File: config.mk
export PLATFORM = sky130hd
export DESIGN_NAME = karatsuba_seq_ctrl
export DESIGN_NICKNAME = d
export VERILOG_FILES = /design/src/rtl/karatsuba_pkg.sv /design/src/rtl/karatsuba_seq_ctrl_phase_timer.sv /design/src/rtl/karatsuba_seq_ctrl.sv
export SDC_FILE = /design/constraint.sdc
export NUM_CORES = 1
export LEC_CHECK = 0
export CAP_MARGIN = 20
export CORE_AREA = 5 5 42 44
export CTS_BUF_LIST = sky130_fd_sc_hd__clkbuf_8
export DETAILED_ROUTE_END_ITERATION = 16
export DIE_AREA = 0 0 47 49
export PLACE_DENSITY_LB_ADDON = 0.1
export SLEW_MARGIN = 30
export SYNTH_ARGS = -nofsm -noshare
export SYNTH_HDL_FRONTEND = slang
export SYNTH_SLANG_ARGS = --single-unit
File: constraint.sdc
create_clock -name i_clk -period 3.3 [get_ports i_clk]
set_input_delay 0.825 -clock i_clk [delete_from_list [all_inputs] [get_ports i_clk]]
set_output_delay 0.825 -clock i_clk [all_outputs]
set_load 0.01 [all_outputs]
File: src/rtl/karatsuba_pkg.sv
// rtl/karatsuba_pkg.sv - shared state encoding and select constants for the Karatsuba sequencer and datapath
package karatsuba_pkg;

  typedef enum logic [2:0] {
    ST_IDLE,
    ST_CLR,
    ST_LO,
    ST_HI,
    ST_MID,
    ST_DONE
  } state_t;

  // Multiplier input / Z write-source selects (sel_x, sel_y, sel_z share one code)
  localparam logic [1:0] SEL_CLR    = 2'b11;
  localparam logic [1:0] SEL_LO     = 2'b01;
  localparam logic [1:0] SEL_HI     = 2'b10;
  localparam logic [1:0] SEL_MID    = 2'b00;

  // T register source select
  localparam logic [1:0] SEL_T_HOLD = 2'b00;
  localparam logic [1:0] SEL_T_MID  = 2'b01;

endpackage

File: src/rtl/karatsuba_seq_ctrl_phase_timer.sv
// rtl/karatsuba_seq_ctrl_phase_timer.sv - per-phase multiplier-latency wait counter
module phase_timer #(
  parameter int MULT_LAT = 0,
  parameter int CNT_W    = 4
) (
  input  logic i_clk,
  input  logic i_rst,
  input  logic i_clr,
  output logic o_tc
);

  logic [CNT_W-1:0] r_cnt;

  // Free-running count inside a phase; the FSM clears it on every phase change
  always_ff @(posedge i_clk or negedge i_rst) begin
    if (!i_rst) begin
      r_cnt <= '0;
    end else if (i_clr) begin
      r_cnt <= '0;
    end else begin
      r_cnt <= r_cnt + CNT_W'(1);
    end
  end

  assign o_tc = (r_cnt == CNT_W'(MULT_LAT));

endmodule

File: src/rtl/karatsuba_seq_ctrl.sv
// rtl/karatsuba_seq_ctrl.sv - handshaked Karatsuba phase sequencer; KARATSUBA_SEQ_B2B_EN enables DONE->CLR back-to-back
module karatsuba_seq_ctrl
  import karatsuba_pkg::*;
#(
  parameter int MULT_LAT = 0,
  parameter int CNT_W    = 4
) (
  input  logic       i_clk,
  input  logic       i_rst,          // asynchronous, active-low
  input  logic       i_start_valid,
  output logic       o_start_ready,
  input  logic       i_abort,
  output logic       o_res_valid,
  input  logic       i_res_ready,
  output logic       o_load_ab,
  output logic [1:0] o_sel_x,
  output logic [1:0] o_sel_y,
  output logic [1:0] o_sel_z,
  output logic [1:0] o_sel_T,
  output logic       o_en_z,
  output logic       o_en_T,
  output logic       o_busy
);

  state_t r_state;
  state_t w_state_nxt;
  logic   w_tc;
  logic   w_cnt_phase;
  logic   w_tmr_clr;

  // Counter only runs inside the multiplier phases and restarts on any state change
  assign w_cnt_phase = (r_state == ST_LO) || (r_state == ST_HI) || (r_state == ST_MID);
  assign w_tmr_clr   = !w_cnt_phase || (w_state_nxt != r_state);

  phase_timer #(
    .MULT_LAT (MULT_LAT),
    .CNT_W    (CNT_W)
  ) u_phase_timer (
    .i_clk (i_clk),
    .i_rst (i_rst),
    .i_clr (w_tmr_clr),
    .o_tc  (w_tc)
  );

  // State register
  always_ff @(posedge i_clk or negedge i_rst) begin
    if (!i_rst) begin
      r_state <= ST_IDLE;
    end else begin
      r_state <= w_state_nxt;
    end
  end

  // Next-state and output decode; abort wins over every other request
  always_comb begin
    w_state_nxt   = r_state;
    o_start_ready = 1'b0;
    o_load_ab     = 1'b0;
    o_res_valid   = 1'b0;
    o_sel_x       = SEL_CLR;
    o_sel_T       = SEL_T_HOLD;
    o_en_z        = 1'b0;
    o_en_T        = 1'b0;
    o_busy        = (r_state != ST_IDLE);
    case (r_state)
      ST_IDLE: begin
        o_start_ready = 1'b1;
        o_load_ab     = i_start_valid;
        if (i_start_valid) w_state_nxt = ST_CLR;
      end
      ST_CLR: begin
        if (i_abort) begin
          w_state_nxt = ST_IDLE;
        end else begin
          o_en_z      = 1'b1;
          w_state_nxt = ST_LO;
        end
      end
      ST_LO: begin
        o_sel_x = SEL_LO;
        if (i_abort) begin
          w_state_nxt = ST_IDLE;
        end else if (w_tc) begin
          o_en_z      = 1'b1;
          w_state_nxt = ST_HI;
        end
      end
      ST_HI: begin
        o_sel_x = SEL_HI;
        if (i_abort) begin
          w_state_nxt = ST_IDLE;
        end else if (w_tc) begin
          o_en_z      = 1'b1;
          w_state_nxt = ST_MID;
        end
      end
      ST_MID: begin
        o_sel_x = SEL_MID;
        o_sel_T = SEL_T_MID;
        if (i_abort) begin
          w_state_nxt = ST_IDLE;
        end else if (w_tc) begin
          o_en_z      = 1'b1;
          o_en_T      = 1'b1;
          w_state_nxt = ST_DONE;
        end
      end
      ST_DONE: begin
        o_res_valid = 1'b1;
`ifdef KARATSUBA_SEQ_B2B_EN
        o_start_ready = i_res_ready & ~i_abort;
`endif
        if (i_abort) begin
          w_state_nxt = ST_IDLE;
        end else if (i_res_ready) begin
`ifdef KARATSUBA_SEQ_B2B_EN
          if (i_start_valid) begin
            o_load_ab   = 1'b1;
            w_state_nxt = ST_CLR;
          end else begin
            w_state_nxt = ST_IDLE;
          end
`else
          w_state_nxt = ST_IDLE;
`endif
        end
      end
      default: w_state_nxt = ST_IDLE;
    endcase
  end

  assign o_sel_y = o_sel_x;
  assign o_sel_z = o_sel_x;

endmodule
==> flow_results.org <==
** Worst hold path
- The path class of the tightest hold or removal check is reg -> reg.

** Floorplanning
- Height of the die :: 49 microns
- Once the floorplan was initialized, standard cells occupied between 30% and 40% of the core.
- Number of I/O pins :: 19
- Die width :: roughly 47 microns
- The die covers between 2000 and 2500 sq um.
- Placeable core region :: between 1000 and 1500 sq um
- Row generation in the floorplan step produced 14 rows.

** Clock network
- Clock latency on the worst-skew pair, taken at its later pin, is 0.23 ns.
- H-Tree Depth :: 1
- The number of setup buffers added after CTS is 0.
- Clock sinks :: 7
- The number of clock buffers added by TritonCTS is 3.
- CTS hold repair buffers :: 0
- CTS tree :: yes
- The clock passes through at most 2 buffers.
- The number of gates resized after CTS was 0.
- Clock-pin slew was measured on the worst setup and hold paths at 0.04 ns.
- Clock tree synthesis selected as its root buffer the cell sky130_fd_sc_hd__clkbuf_8.

** STA
- In the finished design, the share of the clock period the worst path needs comes to 93.1%.
- Timing would allow up to 326 MHz.
- Setup repair after global routing missed its margin :: false
- Accumulated negative setup slack :: 0 ns
- The count of final max-slew check failures came to 0.
- Counting I/O delays and the setup requirement, the final critical path takes 3.07 ns.
- Setup violations, final :: 0
- Setup slack on the critical path of the routed design comes to 0.229 ns.
- Final Hold Fails :: 0
- Fin Clk Skew :: 0.00428 ns

** Synth
- Sorting the synthesized cells by area gives the leading types as sky130_fd_sc_hd__dfrtp_1 (33%), sky130_fd_sc_hd__buf_4 (7.0%), sky130_fd_sc_hd__nor3b_4 (7.0%), sky130_fd_sc_hd__nor4b_2 (5.6%), sky130_fd_sc_hd__ha_1 (4.7%).
- Portion of synthesized cell area occupied by the leading cell type :: 32.9%
- Each instance of the synthesized netlist takes up on average 9.69 sq um.
- Net Count, Synth :: just over 60
- Number of distinct library cells after synthesis :: 28
- Post-Synthesis Cells :: 55
- Cell area after synthesis :: 533 sq um
- Yosys printed 0 warnings.
- In this run, synthesis produced a sequential element count of 7.
- Cell taking the most area after synthesis :: sky130_fd_sc_hd__dfrtp_1
- Summing the sequential cell areas from Yosys gives 32.9% of the chip area.

** Worst setup path
- Critical path data required time :: 2.47 ns
- Critical path fanouts, max :: 2
- The worst setup path is captured at a primary output.
- Arrival time of data at the critical path endpoint :: 2.25 ns
- The worst setup path is launched from a primary input.
- The critical path in this run is classified as in -> out.

** Routing
- For this block, the initial DRC count from the detailed router was 25.
- Before antenna repair, the detailed router went through 4 iterations.
- The count of nets left with antenna violations once routing finished came out at 0.
- In the final routed layout, each cell accounts on average for 12.6 microns.
- Final routed wirelength across all metal layers :: around 1.1 mm
- Vias per Instance :: 5.05
- Via Count :: 429
- DRC violation count after routing :: 0

** Pwr
- Leakage Power :: 0.311 nW
- Peak supply drop :: 0.299 mV
- Dividing total power by cell area gives a power density of 670 nW/um^2.
- Overall power consumption after layout is estimated at 0.484 mW.

** Global routing
- The first global-routing pass estimated 1.87 mm of wire.
- The via count of the first global-routing pass came to 403.
- Pin count of the biggest net entering global routing :: 14
- Initial antenna violation count :: 0
- For this run the aggregate overflow at the end of global routing stands at 0.
- GRT Util Overall :: 11.1%

** Placed design
- Count of input and output buffers :: 17
- The HPWL after detailed placement is 797 microns.
- The congestion estimate from routability-driven global placement came to slightly below 0.7.
- Worst setup timing slack at the placement stage :: approximately 0.23 ns

** Run
- Max cap viols :: 0

** Layout
- Net total in the final layout :: between 70 and 80
- The layout has 144 filler cells.
- Count of inserted antenna diode cells :: 0
- From synthesis to final layout, the design area changed by 35.7%.
- Core utilization of the finished layout :: between 50% and 60%
- Share of final-layout standard cells stronger than drive strength 1 :: 15.9%

** Outcome
- The flow ran to the end, and the final reports show no timing, DRC or antenna violations.
[cells in the final DEF, fill, tap and decap left out, types with 2 or more instances in the layout]
master / Yosys / final
sky130_fd_sc_hd__inv_1: 4 / 5
sky130_fd_sc_hd__a31oi_1: 3 / 3
sky130_fd_sc_hd__clkdlybuf4s50_1: 0 / 17
sky130_fd_sc_hd__ha_1: 2 / 2
sky130_fd_sc_hd__clkbuf_8: 0 / 3
sky130_fd_sc_hd__dfrtp_1: 7 / 7
sky130_fd_sc_hd__nor4b_2: 2 / 2
sky130_fd_sc_hd__nor3b_4: 2 / 2
sky130_fd_sc_hd__o21bai_1: 2 / 2
sky130_fd_sc_hd__nor2_1: 3 / 3
sky130_fd_sc_hd__nor2b_1: 3 / 3
sky130_fd_sc_hd__mux2i_1: 2 / 2
sky130_fd_sc_hd__nand2_1: 2 / 2
[final timing paths]
check / from / endpoint / slack, ns / cells past startpoint
worst min-delay path: u_phase_timer.r_cnt[0]$_DFF_PN0_ / u_phase_timer.r_cnt[0]$_DFF_PN0_ / 0.50 / 1
min in group asynchronous: i_rst / u_phase_timer.r_cnt[2]$_DFF_PN0_ / 0.86 / 1
worst max register to register: u_phase_timer.r_cnt[0]$_DFF_PN0_ / r_state[0]$_DFF_PN0_ / 1.80 / 5
worst max-delay path: i_abort / o_en_z / 0.23 / 4
worst min register to register: u_phase_timer.r_cnt[0]$_DFF_PN0_ / u_phase_timer.r_cnt[0]$_DFF_PN0_ / 0.50 / 1
max in group asynchronous: i_rst / r_state[2]$_DFF_PN0_ / 2.18 / 1
[kinds of logic after synthesis]
family | after synthesis | share of synthesized area [%]
other cells | 1 | 0.704
compound gates | 7 | 9.16
simple gates | 22 | 32.9
mux | 2 | 3.76
fa+ha+maj | 2 | 4.69
buf+inv | 12 | 12.7
xor+xnor | 2 | 3.29
flops | 7 | 32.9
[synth_stat cells]
| cell type | instances |
|---|---|
| sky130_fd_sc_hd__dfrtp_1 | 7 |
| sky130_fd_sc_hd__buf_4 | 5 |
| sky130_fd_sc_hd__inv_1 | 4 |
| sky130_fd_sc_hd__a31oi_1 | 3 |
| sky130_fd_sc_hd__buf_2 | 3 |
| sky130_fd_sc_hd__nor2_1 | 3 |
| sky130_fd_sc_hd__nor2b_1 | 3 |
| sky130_fd_sc_hd__ha_1 | 2 |
| sky130_fd_sc_hd__mux2i_1 | 2 |
| sky130_fd_sc_hd__nand2_1 | 2 |
| sky130_fd_sc_hd__nor3b_4 | 2 |
| sky130_fd_sc_hd__nor4b_2 | 2 |
| sky130_fd_sc_hd__o21bai_1 | 2 |
| sky130_fd_sc_hd__a32oi_1 | 1 |
| sky130_fd_sc_hd__and2_1 | 1 |
| sky130_fd_sc_hd__and3b_1 | 1 |
| sky130_fd_sc_hd__conb_1 | 1 |
| sky130_fd_sc_hd__nand3_1 | 1 |
| sky130_fd_sc_hd__nor2_2 | 1 |
| sky130_fd_sc_hd__nor3_1 | 1 |
| sky130_fd_sc_hd__nor3b_1 | 1 |
| sky130_fd_sc_hd__nor4_1 | 1 |
| sky130_fd_sc_hd__nor4_2 | 1 |
| sky130_fd_sc_hd__o22ai_1 | 1 |
| sky130_fd_sc_hd__or2_2 | 1 |
| sky130_fd_sc_hd__or3_1 | 1 |
| sky130_fd_sc_hd__xnor2_1 | 1 |
| sky130_fd_sc_hd__xor2_1 | 1 |
[per-stage QoR]
step / std cells / cell area [sq um] / hold slack (ns)
after floorplan: 55 / 533 / 0.464
after global placement: 81 / 678 / 0.493
after detailed placement: 81 / 678 / 0.501
after CTS: 85 / 723 / 0.506
after global routing: 85 / 723 / 0.548
final: 85 / 723 / 0.499
[final cells by class]
cell class              instances  area [sq um]  area share, %
clock buffers                   3          41.3           5.71
clock inverters                 1          3.75          0.519
inverters                       4          15.0           2.08
multi-input cells              36           290           40.1
flip-flops and latches          7           175           24.2
well taps                      16          20.0           2.77
repair buffers                 18           178           24.6
[sequential cells by signal, indices dropped and copies added, names as in the netlist]
name and cells:
r_state 3, u_phase_timer.r_cnt 4
[critical path, cell delays in order]
cell	delay [ns]
sky130_fd_sc_hd__clkdlybuf4s50_1	0.42
sky130_fd_sc_hd__or2_2	0.29
sky130_fd_sc_hd__o22ai_1	0.16
sky130_fd_sc_hd__clkdlybuf4s50_1	0.56
[where the power goes]
| group | leakage (nW) | switching (mW) | internal [mW] |
|---|---|---|---|
| combinational | 0.189 | 0.0978 | 0.135 |
| sequential | 0.0958 | 0.0361 | 0.0970 |
| clock | 0.0269 | 0.0376 | 0.0804 |
[layer usage]
layer	GRT usage [%]	vias up	share of wire, %
li1	-	215	-
met1	17.0	196	49
met2	12.9	18	43
met3	5.54	0	8.2
met4	4.15	0	0
met5	0	-	0
Power figures use the tool's default switching activity.
